**config.mk**
```make
export PLATFORM = sky130hd
export DESIGN_NAME = win_scan_seq
export DESIGN_NICKNAME = d
export VERILOG_FILES = /design/src/rtl/win_scan_seq.sv
export SDC_FILE = /design/constraint.sdc
export NUM_CORES = 1
export LEC_CHECK = 0
export CORE_MARGIN = 2
export CORE_UTILIZATION = 44
export CTS_BUF_LIST = sky130_fd_sc_hd__clkbuf_2
export CTS_CLUSTER_SIZE = 12
export DETAILED_ROUTE_END_ITERATION = 7
export PLACE_DENSITY = 0.78
export SYNTH_ARGS = -nofsm -noshare
export SYNTH_HDL_FRONTEND = slang
export SYNTH_SLANG_ARGS = --single-unit
```
**constraint.sdc**
```tcl
create_clock -name clk -period 2.75 [get_ports clk]
set_clock_uncertainty 0.15 [all_clocks]
set_input_delay 0.4125 -clock clk [delete_from_list [all_inputs] [get_ports clk]]
set_output_delay 0.4125 -clock clk [all_outputs]
set_load 0.005 [all_outputs]
```
**src/rtl/win_scan_seq.sv**
```systemverilog
// win_scan_seq: walks a WINDOW_SIZE x WINDOW_SIZE window over a square image
// and emits one (ptr, ptc, pt_bias) tap per accepted handshake, feeding the
// window address calculator with an absolute base address for every tap.
// Optional macro WIN_SCAN_TAP_CNT_EN adds a 16-bit accepted-tap counter port.
module win_scan_seq #(
    parameter int WINDOW_SIZE = 3,
    parameter int STRIDE      = 1
) (
    input  logic        clk,
    input  logic        rst,
    input  logic        start,
    input  logic [27:0] base_addr,
    input  logic [5:0]  img_edge,
    input  logic        pt_ready,
    output logic        pt_valid,
    output logic [5:0]  ptr,
    output logic [5:0]  ptc,
    output logic [3:0]  pt_bias,
    output logic [27:0] init_addr,
    output logic        init_addr_en,
    output logic        busy,
`ifdef WIN_SCAN_TAP_CNT_EN
    output logic [15:0] tap_cnt,
`endif
    output logic        done
);

    localparam logic [1:0] IDLE = 2'd0;
    localparam logic [1:0] SCAN = 2'd1;
    localparam logic [1:0] FIN  = 2'd2;

    localparam logic [6:0] WIN7      = 7'(WINDOW_SIZE);
    localparam logic [6:0] STRIDE7   = 7'(STRIDE);
    localparam logic [3:0] LAST_BIAS = 4'(WINDOW_SIZE * WINDOW_SIZE - 1);

    logic [1:0] state;
    logic [5:0] edge_q;
    logic [6:0] last_org;
    logic [6:0] ptc_step;
    logic [6:0] ptr_step;
    logic       short_img;
    logic       accept;

    // Highest legal origin; only used in SCAN where it is known non-negative.
    // 7-bit intermediates keep origin+STRIDE from wrapping past 63.
    assign last_org     = {1'b0, edge_q} + 7'd1 - WIN7;
    assign ptc_step     = {1'b0, ptc} + STRIDE7;
    assign ptr_step     = {1'b0, ptr} + STRIDE7;
    assign short_img    = ({1'b0, img_edge} + 7'd1) < WIN7;
    assign accept       = pt_valid & pt_ready;
    assign init_addr_en = pt_valid;

    // Scan sequencer: capture on start, advance bias/column/row on each accept,
    // and finish with a single done pulse that drops busy on the same cycle.
    always_ff @(posedge clk) begin
        if (rst) begin
            state     <= IDLE;
            edge_q    <= '0;
            pt_valid  <= 1'b0;
            ptr       <= '0;
            ptc       <= '0;
            pt_bias   <= '0;
            init_addr <= '0;
            busy      <= 1'b0;
            done      <= 1'b0;
`ifdef WIN_SCAN_TAP_CNT_EN
            tap_cnt   <= '0;
`endif
        end else begin
            case (state)
                IDLE: begin
                    done <= 1'b0;
                    if (start) begin
                        init_addr <= base_addr;
                        edge_q    <= img_edge;
                        busy      <= 1'b1;
                        ptr       <= '0;
                        ptc       <= '0;
                        pt_bias   <= '0;
`ifdef WIN_SCAN_TAP_CNT_EN
                        tap_cnt   <= '0;
`endif
                        if (short_img) begin
                            state <= FIN;
                        end else begin
                            state    <= SCAN;
                            pt_valid <= 1'b1;
                        end
                    end
                end
                SCAN: begin
                    if (accept) begin
`ifdef WIN_SCAN_TAP_CNT_EN
                        tap_cnt <= tap_cnt + 16'd1;
`endif
                        if (pt_bias != LAST_BIAS) begin
                            pt_bias <= pt_bias + 4'd1;
                        end else begin
                            pt_bias <= '0;
                            if (ptc_step <= last_org) begin
                                ptc <= ptc_step[5:0];
                            end else begin
                                ptc <= '0;
                                if (ptr_step <= last_org) begin
                                    ptr <= ptr_step[5:0];
                                end else begin
                                    pt_valid <= 1'b0;
                                    busy     <= 1'b0;
                                    done     <= 1'b1;
                                    state    <= FIN;
                                end
                            end
                        end
                    end
                end
                FIN: begin
                    // Arriving from SCAN the done pulse is already up; an image
                    // too small for the window spends one busy cycle here first.
                    if (done) begin
                        done  <= 1'b0;
                        state <= IDLE;
                    end else begin
                        done <= 1'b1;
                        busy <= 1'b0;
                    end
                end
                default: begin
                    state <= IDLE;
                end
            endcase
        end
    end

endmodule

```
=== After elaboration in Yosys (flattened, before gate mapping) ===
Index checks and enable logic that the tools add are counted.
Widths: inputs -> output; s select.

* Input port bits: 38
* Output and inout bits: 48
* Word-level logic and storage cells: 80
* Flip-flop bits (word level): 55

* Mux-type cells: 38
* Bitwise operators: 1
* Equality and inequality tests: 12
* Reduce and logical (&&, ||, !) cells: 11
* Magnitude comparators: 3
* Add/sub/neg operators: 6

{| class="wikitable"
|+ Operator list
! cell !! number
|-
| $mux 6 || 8
|-
| $add 6x1->7 const B || 4
|-
| $pmux 6 s2 || 2
|-
| $ne 2x2->1 const B || 9
|-
| $le 7x7->1 || 2
|-
| $mux 2 || 7
|-
| $reduce_and 7->1 || 2
|-
| $mux 1 || 13
|-
| $mux 4 || 3
|-
| $reduce_and 6->1 || 2
|-
| $pmux 4 s2 || 1
|-
| $lt 7x2->1 const B || 1
|-
| $sub 7x2->7 const B || 1
|-
| $pmux 1 s3 || 2
|-
| $pmux 2 s3 || 1
|-
| $reduce_and 5->1 || 1
|-
| $add 4x1->4 const B || 1
|-
| $ne 4x4->1 const B || 1
|-
| $reduce_and 4->1 || 1
|-
| $reduce_and 3->1 || 1
|-
| $reduce_bool 3->1 || 1
|-
| $eq 2x1->1 const B || 1
|-
| $eq 2x2->1 const B || 1
|-
| $logic_not 2->1 || 1
|-
| other kinds (4) || 4
|}

=== Longest topological paths before layout ===
* Depth in word-level cells: 8
* Mapped depth: 12

=== Worst setup path after synthesis ===
No wires, ideal clock.

* Path kind: reg2reg
* From: register ptr[0]
* To: register state[1]
* Required time: 2514 ps
* Period minus slack after synthesis: 3075 ps
* Cell stages (with the launch flop): 12
* Arrival time: 2839 ps
* Setup slack: -325 ps
* Library setup time: 86 ps
* Path buffers: 0
* Cells stage by stage: dfxtp_1 ha_1 nand3_1 xnor2_1 ha_1 nand2_1 a2111oi_0 a311o_2 a31oi_1 o21a_1 or4_4 a211oi_1

* Word-level cells in the longest chain between the ends: 4

{| class="wikitable"
|+ Ends and longest elaborated chain
! item !! line !! source
|-
| start, declared || 16 || <nowiki>output logic [5:0] ptr,</nowiki>
|-
| start signal, assigned || 105 || <nowiki>ptr <= ptr_step[5:0];</nowiki>
|-
| $add 6x1->7 || 48 || <nowiki>assign ptr_step = {1'b0, ptr} + STRIDE7;</nowiki>
|-
| $le 7x7->1 || 104 || <nowiki>if (ptr_step <= last_org) begin</nowiki>
|-
| $ne 2x2->1 (no source line) || n/a ||
|-
| $reduce_and 6->1 (no source line) || n/a ||
|-
| end signal, assigned || 57 || <nowiki>state <= IDLE;</nowiki>
|-
| end signal, assigned || 110 || <nowiki>state <= FIN;</nowiki>
|-
| end signal, assigned || 121 || <nowiki>state <= IDLE;</nowiki>
|-
| end, declared || 36 || <nowiki>logic [1:0] state;</nowiki>
|}

No other way between the ends.
A chain may end at the register's enable or synchronous reset.

=== Worst setup path after layout ===
* From: register ptr[1]
* To: register ptr[0]

* Word-level cells in the longest chain between the ends: 4

{| class="wikitable"
|+ Ends and longest elaborated chain
! item !! line
|-
| $add 6x1->7 || 48
|-
| $le 7x7->1 || 104
|-
| $ne 2x2->1 (no source line) || n/a
|-
| $reduce_and 6->1 (no source line) || n/a
|}

No other way between the ends.

==> results <==
## final cells by class
class	count	area (um^2)	share of cell area (%)
clock buffers	6	30.0	0.670
clock inverters	2	16.3	0.363
inverters	11	41.3	0.921
multi-input cells	285	1980	44.2
flip-flops and latches	55	1120	25.0
well taps	77	96.3	2.15
repair buffers	128	1190	26.7
## kinds of logic (layout without fill, tap and decap cells)
group / Yosys count / count (layout)
fa+ha+maj: 22 / 22
mux: 7 / 7
xor+xnor: 14 / 14
buf+inv: 31 / 147
flops: 55 / 55
compound gates: 80 / 80
simple gates: 162 / 162
## registers in the layout, summed over array words and instances (netlist names)
| name | count |
|---|---|
| init_addr | 28 |
| edge_q | 6 |
| ptc | 6 |
| ptr | 6 |
| pt_bias | 4 |
| state | 2 |
| busy | 1 |
| done | 1 |
| init_addr_en | 1 |
## report_power, final
part           internal (mW)  total [mW]  switching, mW
combinational          0.897        1.84          0.944
sequential             0.941        1.04         0.0960
clock                 0.0697       0.342          0.272
## Yosys cell counts, types with 2 or more instances
library cell,count
a2111oi_0,2
o21a_1,3
mux2i_1,6
xnor2_1,8
o21ai_0,7
nor3_1,11
dfxtp_1,55
nor2_1,16
nand3_1,14
nand2b_1,4
o211ai_1,4
nand4_1,3
a31oi_1,4
nor3b_1,2
clkbuf_1,17
and2_1,5
inv_1,11
nor2b_1,3
xor2_1,4
a211oi_1,2
a21oi_1,46
and3_1,2
a32oi_1,4
nand2_1,92
ha_1,22
nand3b_1,2
or2_2,2
## routing by layer
layer,track usage [%],part of all wire [%]
met4,7.50,1.3
met2,37.1,51
met5,0,0
met1,27.0,42
met3,4.62,5.8
## path summary, 6_finish.rpt
path                      from  slack (ps)  depth (start not counted)            to
setup / recovery        ptr[1]           3                         11        ptr[0]
hold reg to reg   init_addr[8]         320                          2  init_addr[8]
setup reg to reg        ptr[1]           3                         11        ptr[0]
hold / removal             rst         200                          2        ptr[5]
## cells in the final DEF, fill, tap and decap left out, types with 6 or more instances in the layout
master | synthesis | routed
nand2_1 | 92 | 91
clkdlybuf4s50_1 | 0 | 84
dfxtp_1 | 55 | 48
a21oi_1 | 46 | 44
buf_4 | 1 | 36
ha_1 | 22 | 17
nor2_1 | 16 | 12
inv_1 | 11 | 10
nand3_1 | 14 | 9
nor3_1 | 11 | 9
o21ai_0 | 7 | 7
buf_6 | 1 | 7
mux2i_1 | 6 | 6
clkbuf_2 | 0 | 6
## timing repair
| action | in CTS | in global routing |
|---|---|---|
| buffers inserted | 7 | 2 |
| pin swaps | 6 | 13 |
| setup endpoints to repair | 11 | 13 |
| resized for setup | 21 | 26 |
==> flow_summary.toml <==
[sta]
slew_headroom_pct = 57.2
setup_ws_ps = 2.96
fin_crit_ps = 2750
whs_ps = 195
finalSetupViolCount = 0
rsz0062_at_grt = "true"
hold_violations = 0
max_freq_mhz = 364
finalCritPeriodShare_pct = 99.9
maxSlewViolCount = 0
worstMarginPinSlew_ps = 626
fin_setup_tns_ps = 0

[placement]
place_congestion = 0.918
place_inst = 547
portBuffers = 85
place_hpwl_um = 5790
post-place-ws_ps = -74.3
dpl_cell_area_um2 = 4130

[power_and_ir_drop]
p_per_area_nw_per_um2 = 719
total_power_mw = 3.22
ir_worst_vdd_v = 0.000438
p_leak_nw = 1.73

[setup_path]
cp.required_ps = 3010
critPathKind = "reg2reg"
startpoint_type = "flop"
critPathSlowestCell = "dfxtp_4"
worstPathMaxFanout = 6
crit_arrival_ps = 3010
crit_family = "compound AO/OA/AOI/OAI gates"
cpPeakStageDelay_ps = 430
cp-end-kind = "flop"
cp.buffers_inverters = 1
crit_chain = "ha_4 > nand3_4 > xnor2_2 > ha_1 > a21o_1 > a311o_2 > a31oi_2 > o21a_2 > buf_4 > nand3_2 > o22ai_1"

[layout]
antenna_cells = 0
stdcell_count = 564
fin_util_pct = 69.8
n_fill_cell = 496
drive_above_1_share_pct = 21.1
final_nets = 546
synthToLayoutAreaGrowth_pct = 52.0
stdcell_area_um2 = 4480

[route]
drt_iter0_drc = 151
via_per_inst = 5.46
wl_per_cell_um = 14.8
ant_nets = 0
drt-total-wl_um = 8340
num_vias = 3080
dr.pass1.iters = 6
drc_errors = 3

[synthesis]
synth_top_family_by_area = "simple AND/OR/NAND/NOR gates"
synth_xor_area_share_pct = 5.26
syn_avg_cell_area_um2 = 7.95
synth_simple_gate_area_share_pct = 25.1
synth_compound_area_share_pct = 16.2
ys_types = 47
async_flop_share_pct = 0
ys_top_cells_by_area = "dfxtp_1 37%, nand2_1 12%, ha_1 9.3%"
synth_seq_cells = 55
synthMuxAreaShare_pct = 2.42
syn_nets = 431
ys_seq_area_share_pct = 37.3
synth_cells = 371
synth_edf_count = 0
synth_top_area_share_pct = 37.3
synthAdderAreaFrac_pct = 9.33
yosysWarnings = 0
synth_ff_type = "dfxtp_1"
yosysTopAreaCell = "dfxtp_1"
syn-cell-area_um2 = 2950

[floorplan]
die_h_um = 85.9
start_util_pct = 45.9
dieArea_um2 = 7370
num_rows = 29
ioPinCount = 86
die_width_um = 85.9
core_um2 = 6420

[clock_network]
cts_tree = "built"
numCtsBuffers = 5
clk_pin_slew_ps = 290
cts_root_buf = "clkbuf_2"
cts_sinks = 55
clk_latency_ps = 470
clock_path_buffers = 2
cts_max_level = 2
postCtsHoldBufs = 0

[global_routing]
grt-ovfl-total = 0
grt_pass1_vias = 2901
track_usage_pct = 21.7
grt_pass1_wl_um = 13100
grt_max_degree = 35
antenna_found_initial = 0

[hold_path]
hold_path.class = "in2reg"

[status]
violations = "design-rule violations"
status = "finished, violations left"

[run]
cap_violations = 0
(Power assumes the default switching activity.)
